**src/rtl/rv32ima_pkg.sv**
```systemverilog
// rtl/rv32ima_pkg.sv - shared LD/ST width encodings and LSU state type
package rv32ima_pkg;

  localparam int LDST_WIDTH_W = 3;

  localparam logic [1:0] LDST_B = 2'b00;
  localparam logic [1:0] LDST_H = 2'b01;
  localparam logic [1:0] LDST_W = 2'b10;

  typedef enum logic [2:0] {
    IDLE,
    ACC0,
    ACC1,
    RESP,
    HOLD
  } lsu_state_t;

endpackage

```
**src/rtl/lsu_lane_align.sv**
```systemverilog
// rtl/lsu_lane_align.sv - byte strobes, store lane shift and load realign/extend
// Purely combinational; outputs cover a two-word window {hi, lo} starting at the aligned base.
module lsu_lane_align
  import rv32ima_pkg::*;
#(
  parameter int XLEN = 32,
  localparam int NB = XLEN / 8,
  localparam int OFF_W = $clog2(NB)
) (
  input  logic [OFF_W-1:0]        off,
  input  logic [LDST_WIDTH_W-1:0] width,
  input  logic [XLEN-1:0]         wdata,
  input  logic [XLEN-1:0]         lo,
  input  logic [XLEN-1:0]         hi,
  output logic [NB-1:0]           strb0,
  output logic [NB-1:0]           strb1,
  output logic [XLEN-1:0]         store0,
  output logic [XLEN-1:0]         store1,
  output logic [XLEN-1:0]         load_data
);

  logic [3:0]        bmask;
  logic [XLEN-1:0]   wmask;
  logic [2*NB-1:0]   strb2;
  logic [2*XLEN-1:0] st2;
  logic [XLEN-1:0]   ld_sh;
  logic              sign;

  always_comb begin
    bmask = 4'b1111;
    wmask = '0;
    sign  = 1'b0;
    case (width[1:0])
      LDST_B: begin
        bmask       = 4'b0001;
        wmask[7:0]  = '1;
        sign        = ld_sh[7];
      end
      LDST_H: begin
        bmask       = 4'b0011;
        wmask[15:0] = '1;
        sign        = ld_sh[15];
      end
      default: begin
        bmask       = 4'b1111;
        wmask[31:0] = '1;
        sign        = ld_sh[31];
      end
    endcase
  end

  assign strb2  = {{(2*NB-4){1'b0}}, bmask} << off;
  assign st2    = {{XLEN{1'b0}}, wdata & wmask} << {off, 3'b000};
  assign strb0  = strb2[NB-1:0];
  assign strb1  = strb2[2*NB-1:NB];
  assign store0 = st2[XLEN-1:0];
  assign store1 = st2[2*XLEN-1:XLEN];

  // width[2] selects zero extension for unsigned loads
  assign ld_sh     = XLEN'({hi, lo} >> {off, 3'b000});
  assign load_data = (ld_sh & wmask) | ({XLEN{sign & ~width[2]}} & ~wmask);

endmodule

```
**src/rtl/lsu_split.sv**
```systemverilog
// rtl/lsu_split.sv - load/store unit request FSM with timeout and optional misaligned split
// MISALIGN_SPLIT_EN: when defined, misaligned H/W accesses become two word accesses; otherwise they trap.
module lsu_split
  import rv32ima_pkg::*;
#(
  parameter int XLEN    = 32,
  parameter int TIMEOUT = 64,
  parameter int CNT_W   = 8
) (
  input  logic                    clk,
  input  logic                    rst,
  input  logic                    req_valid,
  input  logic                    req_ren,
  input  logic                    req_wen,
  input  logic [LDST_WIDTH_W-1:0] req_width,
  input  logic [XLEN-1:0]         req_addr,
  input  logic [XLEN-1:0]         req_wdata,
  output logic                    done,
  output logic [XLEN-1:0]         load_data,
  output logic                    load_misalign,
  output logic                    store_misalign,
  output logic                    access_fault,
  output logic                    dmem_ren,
  output logic                    dmem_wen,
  output logic [XLEN-1:0]         dmem_addr,
  output logic [XLEN/8-1:0]       dmem_wstrb,
  output logic [XLEN-1:0]         dmem_store,
  input  logic [XLEN-1:0]         dmem_load,
  input  logic                    dhit
);

  localparam int NB    = XLEN / 8;
  localparam int OFF_W = $clog2(NB);

  lsu_state_t              state_q, state_d;
  logic [XLEN-1:0]         addr_q, addr_d, wdata_q, wdata_d, lo_q, lo_d, hi_q, hi_d;
  logic [LDST_WIDTH_W-1:0] width_q, width_d;
  logic [CNT_W-1:0]        cnt_q, cnt_d;
  logic                    load_q, load_d, lm_q, lm_d, sm_q, sm_d, af_q, af_d;

  logic [XLEN-1:0] base, store0, store1;
  logic [NB-1:0]   strb0, strb1;
  logic            timeout_hit;

  assign base        = {addr_q[XLEN-1:OFF_W], {OFF_W{1'b0}}};
  assign timeout_hit = (TIMEOUT != 0) && (cnt_q == CNT_W'(TIMEOUT - 1));

`ifdef MISALIGN_SPLIT_EN
  logic cross;
  assign cross = |strb1;
`else
  logic misal;
  assign misal = ((req_width[1:0] == LDST_H) && req_addr[0]) ||
                 ((req_width[1:0] == LDST_W) && (req_addr[1:0] != 2'b00));
`endif

  lsu_lane_align #(.XLEN(XLEN)) u_align (
    .off       (addr_q[OFF_W-1:0]),
    .width     (width_q),
    .wdata     (wdata_q),
    .lo        (lo_q),
    .hi        (hi_q),
    .strb0     (strb0),
    .strb1     (strb1),
    .store0    (store0),
    .store1    (store1),
    .load_data (load_data)
  );

  always_comb begin
    state_d = state_q;
    addr_d  = addr_q;
    width_d = width_q;
    wdata_d = wdata_q;
    load_d  = load_q;
    lo_d    = lo_q;
    hi_d    = hi_q;
    cnt_d   = cnt_q;
    lm_d    = lm_q;
    sm_d    = sm_q;
    af_d    = af_q;
    case (state_q)
      IDLE: begin
        if (req_valid && (req_ren || req_wen)) begin
          addr_d  = req_addr;
          width_d = req_width;
          wdata_d = req_wdata;
          load_d  = req_ren;
          lo_d    = '0;
          hi_d    = '0;
          cnt_d   = '0;
          lm_d    = 1'b0;
          sm_d    = 1'b0;
          af_d    = 1'b0;
          if (req_ren && req_wen) begin
            af_d    = 1'b1;
            state_d = RESP;
          end else if (req_width[1:0] == 2'b11) begin
            lm_d    = req_ren;
            sm_d    = req_wen;
            state_d = RESP;
          end
`ifndef MISALIGN_SPLIT_EN
          else if (misal) begin
            lm_d    = req_ren;
            sm_d    = req_wen;
            state_d = RESP;
          end
`endif
          else begin
            state_d = ACC0;
          end
        end
      end
      ACC0: begin
        if (dhit) begin
          if (load_q) lo_d = dmem_load;
`ifdef MISALIGN_SPLIT_EN
          if (cross) begin
            cnt_d   = '0;
            state_d = ACC1;
          end else
`endif
          state_d = RESP;
        end else if (timeout_hit) begin
          af_d    = 1'b1;
          state_d = RESP;
        end else begin
          cnt_d = cnt_q + CNT_W'(1);
        end
      end
`ifdef MISALIGN_SPLIT_EN
      // A fault here leaves the ACC0 bytes of a split store already written
      ACC1: begin
        if (dhit) begin
          if (load_q) hi_d = dmem_load;
          state_d = RESP;
        end else if (timeout_hit) begin
          af_d    = 1'b1;
          state_d = RESP;
        end else begin
          cnt_d = cnt_q + CNT_W'(1);
        end
      end
`endif
      RESP:    state_d = HOLD;
      HOLD:    if (!req_valid) state_d = IDLE;
      default: state_d = IDLE;
    endcase
  end

  always_ff @(posedge clk or posedge rst) begin
    if (rst) begin
      state_q <= IDLE;
      addr_q  <= '0;
      width_q <= '0;
      wdata_q <= '0;
      load_q  <= 1'b0;
      lo_q    <= '0;
      hi_q    <= '0;
      cnt_q   <= '0;
      lm_q    <= 1'b0;
      sm_q    <= 1'b0;
      af_q    <= 1'b0;
    end else begin
      state_q <= state_d;
      addr_q  <= addr_d;
      width_q <= width_d;
      wdata_q <= wdata_d;
      load_q  <= load_d;
      lo_q    <= lo_d;
      hi_q    <= hi_d;
      cnt_q   <= cnt_d;
      lm_q    <= lm_d;
      sm_q    <= sm_d;
      af_q    <= af_d;
    end
  end

  // Memory strobes decode from the state register only, so dhit never loops back into them
  always_comb begin
    dmem_ren   = 1'b0;
    dmem_wen   = 1'b0;
    dmem_addr  = '0;
    dmem_wstrb = '0;
    dmem_store = '0;
    if (state_q == ACC0) begin
      dmem_ren   = load_q;
      dmem_wen   = ~load_q;
      dmem_addr  = base;
      dmem_wstrb = strb0;
      dmem_store = load_q ? '0 : store0;
    end else if (state_q == ACC1) begin
      dmem_ren   = load_q;
      dmem_wen   = ~load_q;
      dmem_addr  = base + XLEN'(NB);
      dmem_wstrb = strb1;
      dmem_store = load_q ? '0 : store1;
    end
  end

  assign done           = (state_q == RESP);
  assign load_misalign  = done & lm_q;
  assign store_misalign = done & sm_q;
  assign access_fault   = done & af_q;

endmodule

```
**config.mk**
```make
export PLATFORM = sky130hd
export DESIGN_NAME = lsu_split
export DESIGN_NICKNAME = d
export VERILOG_FILES = /design/src/rtl/rv32ima_pkg.sv /design/src/rtl/lsu_lane_align.sv /design/src/rtl/lsu_split.sv
export SDC_FILE = /design/constraint.sdc
export NUM_CORES = 1
export LEC_CHECK = 0
export CORE_UTILIZATION = 48
export CTS_BUF_LIST = sky130_fd_sc_hd__clkbuf_2
export CTS_CLUSTER_SIZE = 24
export DETAILED_ROUTE_END_ITERATION = 12
export DONT_BUFFER_PORTS = 1
export SLEW_MARGIN = 40
export SYNTH_ARGS = -nofsm -noshare
export SYNTH_HDL_FRONTEND = slang
export SYNTH_HIERARCHICAL = 1
export SYNTH_SLANG_ARGS = --single-unit
```
**constraint.sdc**
```tcl
create_clock -name clk -period 9 [get_ports clk]
set_input_delay 0.9 -clock clk [delete_from_list [all_inputs] [get_ports clk]]
set_output_delay 0.9 -clock clk [all_outputs]
set_load 0.02 [all_outputs]
```
==> results.md, run 1 <==
- Final period util: between 40% and 50%
- Delay-heaviest family, CP: buffers and inverters
- DR pass1 iterations: 5
- RD Place Congestion: ~0.9
- Max cap viols: 0
- Port buffer count: 0
- CTS tree: built
- Avg WL per Cell: 19.0 um
- Total wire length: approximately 23,000 um
- RR Startpoint: state_q[0]
- Via density: ~5.9
- Clk_skew: 0.0341 ns
- Req. time, crit path: 8.10 ns
- Synth cell types: 70
- Area Overhead vs Synth: 5.77%
- Final Max Slew Viols: 0
- R2R Setup Slk: 6.02 ns
- Setup crit start kind: flip-flop
- Worst path depth: 5
- Commonest cells in the netlist: nand2_1, dfrtp_1, o21ai_0
- Met2 Use GR: about 42%
- RSZ-0062 raised after global routing: false
- Die height: 132 um
- R2r endpoint: lo_q[11]
- DR iter-0 viols: just over 500
- Worst hold slack: ~0.096 ns
- DRC: 0
- CTS Buffer Depth: 2
- # nets final: around 1,100
- Hpwl dp: 15,500 um
- Final Instance Area: between 0.008 and 0.009 mm^2
- Aggregate negative setup slack: 0 ns
- Crit Path Class: reg -> out
- Setup crit end: dmem_store[6]
- Die ar.: roughly 0.017 mm^2
- Status: complete, no violations
- Post-synth ARST share: 100%
- Global-route wire length before repair: between 30,000 and 40,000 um
- CP Max Fanout: 57
- Synth top area cells: dfrtp_1, nand2_1, mux4_2
- Htree depth: 4
- Clock slew seen by the registers of the worst setup and hold paths: 0.21 ns
- Hold Buf Count CTS: 0
- Power per Cell Area: 379 mW/mm^2
- CP Capture Type: output port
- Busiest layer in global routing: met2
- CTS Sinks: 114
- Via Count: ~7,000
- Largest net degree at the start of global routing: 75
- Maximum VDD drop: roughly 0.00019 V
- M1 GR Usage: 37.0%
- Post-CTS sizing: 0
- Crit path time final: ~4.3 ns
- Setup violations, final: 0
- Mapped Area: 0.00813 mm^2
- Worst R2R Path Depth: 6
- Sequential share of the synthesized area: around a third
- Die X-Extent: 132 um
- Avg Cell Area, Syn: approximately 8.4 um^2
- # rows: 47
- Slew headroom: between 40% and 50%
- Slowest CP cell: dfrtp_2
- Met3 Resource Use GR: 8.61%
- Remaining antenna violation count: 0
- TritonCTS Buffers: 17
- Synth Warn #: 6
- CP cell instances: buf_4, inv_1, and3_1, o2bb2ai_1, a22o_1
- Vias in the first global route: around 6,600
- Number of setup buffers added after CTS: 0
- Seq cells post-synth: between 100 and 150
- Most numerous cell in the Yosys netlist: nand2_1
- Initial antenna violation count: 2
- Share of the synthesized area in the top cell type: between 30% and 40%
- Instance area at placement: ~0.0083 mm^2
- Top Ports: approximately 210
- Post-synth EDFFs: 0
- Worst-Skew Late Latency: just under 0.7 ns
- Final Hold Fails: 0
- F_max: ~240 MHz
- Worst path max stage delay: ~0.59 ns
- Final Power: 3260 uW
- GRT Total Usage: 27.1%
- Synth Flop Type: dfrtp_1
- Cells after Synth: 968
- Min-delay worst type: in -> async
- Pleak: 0.00384 uW
- Slew @ Worst Pin: roughly 0.79 ns
- Initial Util: about half
- Layout cells sized above 1: a little under an eighth
- Biggest area consumer among synthesized cells: dfrtp_1
- Overflow after GRT: 0
- CTS root buffer: clkbuf_2
- CP bufs+invs: 2
- Worst EP arrival: between 3 and 4 ns
- Crit. Startpoint: addr_q[1]
- Core area: 0.0166 mm^2
## per-layer routing
metal	routed length, um	vias to the layer above	part of all wire (%)
met1	9980	3408	44
met5	0	-	0
met2	10500	270	46
li1	-	3339	-
met3	2030	20	8.9
met4	317	0	1.4
## final cells by class
type | instances | area [um^2]
tap | 220 | 275
timing repair buffer | 11 | 98.8
multi-input combinational | 781 | 4960
sequential | 114 | 2860
clock inverter | 14 | 163
fill | 1649 | 7980
inverter | 38 | 148
clock buffer | 18 | 90.1
antenna | 2 | 5.00
## stage by stage
step                setup slack [ns]  instances  utilization [%]
detailed placement              5.53       1164             50.3
global placement                5.42       1161             49.8
finish                          4.75       1198             51.9
global route                    4.46       1197             51.9
CTS                             4.70       1196             51.8
floorplan                       5.08       1026                -
## placed cells by master (no fill, tap or decap), drive strengths merged, types with 6 or more instances in the layout
| cell | synthesis | layout |
|---|---|---|
| nand4 | 11 | 11 |
| inv | 38 | 40 |
| mux2i | 35 | 35 |
| nand3 | 25 | 25 |
| o21a | 14 | 14 |
| buf | 55 | 11 |
| mux2 | 8 | 8 |
| a21oi | 15 | 15 |
| o2bb2ai | 8 | 8 |
| a32oi | 8 | 8 |
| clkbuf | 38 | 18 |
| dfrtp | 114 | 114 |
| o21ai | 66 | 66 |
| conb | 2 | 60 |
| and2 | 23 | 23 |
| a41oi | 6 | 6 |
| a22o | 38 | 38 |
| o31ai | 7 | 7 |
| and3 | 17 | 17 |
| a31oi | 12 | 12 |
| mux4 | 34 | 34 |
| clkinv | 0 | 7 |
| nand2 | 306 | 306 |
| nor2 | 21 | 21 |
## kinds of logic (layout without fill, tap and decap cells)
logic type	Yosys count	count (layout)	share of synthesized area, %
XOR/XNOR	4	4	0.431
buffers and inverters	131	81	7.35
AO/OA/AOI/OAI	198	198	17.5
other	2	62	0.0923
AND/OR/NAND/NOR	439	439	24.1
adder cells (fa/ha/maj)	3	3	0.431
flip-flops	114	114	35.1
multiplexers	77	77	15.0
## how the worst min path moves through the flow
| stage | from | slack (ns) | endpoint |
|---|---|---|---|
| 2_1_floorplan | lm_q | 0.43 | lm_q |
| 3_3_place_gp | lm_q | 0.44 | lm_q |
| 3_5_place_dp | lm_q | 0.45 | lm_q |
| 4_1_cts | rst | 0.15 | addr_q[2] |
| 5_1_grt | rst | 0.05 | addr_q[6] |
| 6_report | rst | 0.1 | addr_q[2] |
## report_power, final
part / leakage, uW / internal [uW] / switching, uW
sequential: 0.00146 / 745 / 352
clock: 0.000150 / 155 / 222
combinational: 0.00223 / 640 / 1150
## registers in the layout, summed over array words and instances, names as in the netlist, 3 cells and up
register  flops
addr_q       32
lo_q         32
wdata_q      32
cnt_q         8
state_q       3
width_q       3
(Power assumes the default switching activity.)
==> run 2, diff against run 1 <==
PLACE_DENSITY = 0.65   (was unset)
clock period = 3.5 ns   (was 9 ns; I/O delays follow)
==> results.md, run 2 (synthesis gave the netlist of run 1 again) <==
- Status: complete, no violations
- Power share of the combinational group: 55.7%
- Regs by FF count: addr_q: 32 flops, lo_q: 32 flops, wdata_q: 32 flops
- Number of setup buffers added after CTS: 0
- Worst hold slack: between 0.06 and 0.07 ns
- Most common cell on crit path: nand2_1
- CP cell instances: buf_4, mux4_2, nand2_1, nand2_1
- CTS Buffer Depth: 2
- Worst EP arrival: 2.93 ns
- Maximum VDD drop: between 0.0003 and 0.0004 V
- Total wire length: around 24,000 um
- Clk pwr share: around an eighth
- RD Place Congestion: around 0.86
- TritonCTS Buffers: 17
- Power per Cell Area: approximately 880 mW/mm^2
- CTS tree: built
- Setup violations, final: 0
- Req. time, crit path: approximately 3.2 ns
- Aggregate negative setup slack: 0 ns
- Overflow after GRT: 0
- Die ar.: between 0.015 and 0.02 mm^2
- Hpwl dp: between 15,000 and 20,000 um
- Internal power: between 4000 and 5000 uW
- Top Ports: ~210
- # nets final: about 1,200
- Commonest cells after routing, fill and taps aside: nand2_1, dfrtp_1, dlygate4sd3_1
- Slew @ Worst Pin: 0.820 ns
- Clock slew seen by the registers of the worst setup and hold paths: roughly 0.18 ns
- Setup crit start kind: flip-flop
- Fill cells: ~1,500
- Global-route wire length before repair: ~38,000 um
- Layout cells sized above 1: a little over a tenth
- NetSw: between 4000 and 5000 uW
- Die height: about 130 um
- Crit Path Class: reg -> out
- Most common cell after layout, fill and taps aside: nand2_1
- Via Count: ~7,500
- Min-delay worst type: in -> reg
- Register area: ~0.0029 mm^2
- Sequential group share of total power: between 30% and 40%
- Final Max Slew Viols: 0
- Initial antenna violation count: 2
- DR pass1 iterations: 5
- CP bufs+invs: 1
- CTS Sinks: 114
- Die X-Extent: approximately 130 um
- Clk_skew: 0.0216 ns
- Max cap viols: 0
- Vias in the first global route: 7,348
- Final Hold Fails: 0
- Area Overhead vs Synth: 19.4%
- Remaining antenna violation count: 0
- Worst-Skew Late Latency: just under 0.7 ns
- Slew headroom: 44.8%
- Delay-heaviest family, CP: flip-flops
- Final period util: between 90% and 100%
- DR iter-0 viols: 482
- CP Capture Type: output port
- Htree depth: 4
- # rows: between 40 and 50
- Via density: roughly 5.7
- Largest net degree at the start of global routing: slightly above 70
- Worst path max stage delay: just over 0.7 ns
- Port buffer count: 0
- Avg WL per Cell: between 15 and 20 um
- F_max: around 300 MHz
- RSZ-0062 raised after global routing: false
- Switching part of the total power: around half
- CP Max Fanout: 38
- Initial Util: 49.0%
- DRC: 0
- Slowest CP cell: dfrtp_2
- R2R Setup Slk: 0.94 ns
- Core area: between 0.015 and 0.02 mm^2
- Multi-input logic area: approximately 0.0049 mm^2
- Pleak: between 0.004 and 0.005 uW
- Crit path time final: ~3.3 ns
- CTS root buffer: clkbuf_2
- Final core occ: 58.6%
- GRT Total Usage: a little over a quarter
==> run 2: cell count changes in the layout (fill, tap and decap cells not counted), moves of 2 or more <==
cell | before | now
inv_6 | 3 | 1
nor4_2 | 2 | 0
dlygate4sd3_1 | 0 | 106
nor2_4 | 2 | 0
nor2_2 | 0 | 2
buf_4 | 9 | 20
nor4_1 | 3 | 5
==> run 2: final cells by class <==
| cell class | instances | share of cell area [%] |
|---|---|---|
| timing repair buffer | 127 | 12.7 |
| antenna | 2 | 0.0515 |
| clock buffer | 19 | 0.979 |
| inverter | 38 | 1.52 |
| clock inverter | 12 | 1.70 |
| sequential | 114 | 29.4 |
| multi-input combinational | 781 | 50.8 |
| tap | 220 | 2.83 |
==> run 2: worst paths after layout <==
| check | from | endpoint | cells after the start |
|---|---|---|---|
| min in group asynchronous | rst | sm_q | 2 |
| min | req_width[0] | lm_q | 3 |
| max reg2reg | state_q[2] | sm_q | 6 |
| max in group asynchronous | rst | lo_q[8] | 4 |
| max | addr_q[1] | load_data[13] | 4 |
| min reg2reg | lm_q | lm_q | 2 |
==> run 2: power by group through the flow <==
| stage | Clock, uW | Sequential, uW | Combinational (uW) |
|---|---|---|---|
| floorplan | 0 | 2370 | 4100 |
| global placement | 0 | 2760 | 4550 |
| detailed placement | 0 | 2780 | 4620 |
| CTS | 1030 | 2750 | 4740 |
| global route | 1080 | 2890 | 5180 |
| finish | 1000 | 2780 | 4770 |
==> run 2: tightest hold or removal path: cells and delay by family <==
family / cells / cell delay (ns)
and+or+nand+nor: 2 / 0.19
AOI/OAI and AO/OA: 1 / 0.19
==> run 2: metrics by stage <==
stage | worst slack [ns] | power (uW) | area (um^2) | cells
2_1_floorplan | 0.134 | 6480 | 8350 | 1026
3_5_place_dp | 0.910 | 7400 | 8380 | 1174
6_report | 0.216 | 8550 | 9710 | 1313
5_1_grt | 0.0101 | 9150 | 9710 | 1313
3_3_place_gp | 0.973 | 7310 | 8360 | 1172
4_1_cts | 0.0803 | 8520 | 9700 | 1311
==> run 2: routing by layer <==
metal,up-vias,track usage (%),wire [um]
met5,-,0,0
met4,0,9.63,553
met3,50,7.61,1940
met2,335,44.5,10900
met1,3529,35.2,10200
li1,3558,-,-
==> run 2: timing repair <==
action / CTS / global route
gates resized for setup: 0 / 1
hold buffers: 106 / 0
setup endpoints to repair: 0 / 1
hold endpoints to repair: 165 / 0
==> run 3, diff against run 2 <==
CORE_ASPECT_RATIO = 1.25   (was unset)
==> results.md, run 3 (synthesis gave the netlist of run 1 again) <==
- Status: complete, no violations
- Via Count: ~7,500
- Layout cells sized above 1: roughly an eighth
- Setup crit start kind: flip-flop
- Overflow after GRT: 0
- Final Hold Fails: 0
- Clk pwr share: 12.4%
- NetSw: roughly 4400 uW
- Hpwl dp: ~16,000 um
- RSZ-0062 raised after global routing: false
- Port buffer count: 0
- Slew headroom: 47.3%
- Hold_sp: req_width[0]
- Die X-Extent: roughly 120 um
- RR Startpoint: state_q[0]
- Total wire length: 23,800 um
- Max cap viols: 0
- Switching part of the total power: 51.1%
- DR pass1 iterations: 7
- Area Overhead vs Synth: 19.9%
- DR iter-0 viols: ~600
- Slew @ Worst Pin: 0.783 ns
- CP bufs+invs: 1
- Maximum VDD drop: approximately 0.00044 V
- Worst EP arrival: 2.94 ns
- Delay-heaviest family, CP: flip-flops
- CTS root buffer: clkbuf_2
- Crit Path Class: reg -> out
- Met2 Use GR: about 44%
- GRT Total Usage: 27.9%
- Internal power: approximately 4200 uW
- # nets final: approximately 1,200
- CP Capture Type: output port
- Clock slew seen by the registers of the worst setup and hold paths: ~0.16 ns
- Min-delay worst type: in -> reg
- F_max: between 300 and 400 MHz
- Die height: 148 um
- Fill cells: approximately 1,500
- Sequential group share of total power: between 30% and 40%
- RD Place Congestion: about 0.83
- Pleak: roughly 0.0044 uW
- Initial Util: 49.6%
- CTS Buffer Depth: 2
- CTS Sinks: around 110
- Final Instance Area: 0.00975 mm^2
- Most common cell on crit path: nand2_1
- Slowest CP cell: dfrtp_2
- Worst-Skew Late Latency: 0.72 ns
- DRC: 0
- Global-route wire length before repair: 38,200 um
- Req. time, crit path: around 3.2 ns
- # rows: between 50 and 60
- Final Max Slew Viols: 0
- Most common cell after layout, fill and taps aside: nand2_1
- Initial antenna violation count: 2
- Power share of the combinational group: a little over half
- Htree depth: 4
- Setup violations, final: 0
- Die ar.: approximately 0.017 mm^2
- CP cell instances: buf_4, mux4_2, nand2_1, nand2_1
- CTS tree: built
- Crit. Startpoint: addr_q[1]
- Busiest layer in global routing: met2
- Largest net degree at the start of global routing: 72
- Regs by FF count: addr_q: 32 flops, lo_q: 32 flops, wdata_q: 32 flops
- Crit path time final: roughly 3.3 ns
- Commonest cells after routing, fill and taps aside: nand2_1, dfrtp_1, dlygate4sd3_1
- Top Ports: 211
- Final period util: a little over nine tenths
- Power per Cell Area: 885 mW/mm^2
- Clk_skew: approximately 0.025 ns
- Final Power: about 8600 uW
- Instance area at placement: 0.00835 mm^2
- Vias in the first global route: 7,204
- Core area: approximately 0.016 mm^2
- Worst path max stage delay: 0.64 ns
- Aggregate negative setup slack: 0 ns
- Met3 Resource Use GR: 7.37%
- Remaining antenna violation count: 0
- CP Max Fanout: 49
- Avg WL per Cell: about 18 um
- TritonCTS Buffers: 17
- Via density: between 5 and 6
- M1 GR Usage: a little over a third
[run 3: metal layers]
metal | wire (um) | vias to the layer above
met5 | 0 | -
met4 | 580 | 0
met3 | 1750 | 45
met2 | 11400 | 286
met1 | 10000 | 3640
li1 | - | 3573
[run 3: final timing paths]
| check | cells after the start | to | slack [ns] |
|---|---|---|---|
| max | 4 | load_data[15] | 0.21 |
| min | 3 | sm_q | 0.14 |
| max reg2reg | 5 | lo_q[9] | 0.95 |
| min reg2reg | 1 | cnt_q[0] | 0.51 |
| max in group asynchronous | 3 | addr_q[14] | 2.46 |
| min in group asynchronous | 2 | wdata_q[29] | 0.19 |
[run 3: final cells by class]
| cell class | count | area [um^2] | share of cell area (%) |
|---|---|---|---|
| diodes | 2 | 5.00 | 0.0513 |
| clock buffers | 21 | 105 | 1.08 |
| clock inverters | 11 | 185 | 1.90 |
| inverters | 38 | 145 | 1.49 |
| multi-input cells | 781 | 4950 | 50.8 |
| flip-flops and latches | 114 | 2860 | 29.3 |
| well taps | 216 | 270 | 2.77 |
| repair buffers | 127 | 1230 | 12.6 |
[run 3: timing repair]
action / 4_1_cts / 5_1_grt
endpoints found under the setup margin: 0 / 4
hold buffers: 105 / 0
endpoints found under the hold margin: 151 / 0
setup buffers: 0 / 3
resized for setup: 0 / 3
[run 3: power by group through the flow]
stage | clock (uW) | combinational (uW) | sequential, uW
2_1_floorplan | 0 | 4100 | 2370
3_3_place_gp | 0 | 4490 | 2820
3_5_place_dp | 0 | 4550 | 2840
4_1_cts | 1100 | 4670 | 2810
5_1_grt | 1150 | 5170 | 2960
6_report | 1070 | 4720 | 2840
[run 3: metrics by stage]
| step | worst slack, ns | util [%] | cells | hold slack [ns] |
|---|---|---|---|---|
| 3_5_place_dp | 0.898 | 50.9 | 1167 | 0.339 |
| 2_1_floorplan | 0.134 | - | 1026 | 0.430 |
| 5_1_grt | 0.0128 | 59.5 | 1310 | 0.0873 |
| 3_3_place_gp | 0.789 | 50.9 | 1167 | 0.343 |
| 4_1_cts | 0.0592 | 59.1 | 1304 | 0.0666 |
| 6_report | 0.205 | 59.5 | 1310 | 0.136 |
[run 3: worst register-to-register path, stage by stage, from the launching register on]
cell and delay, ns:
dfrtp_1 0.57, nor3b_2 0.70, nand2_1 0.22, a21oi_4 0.18, buf_4 0.48, mux2i_1 0.31
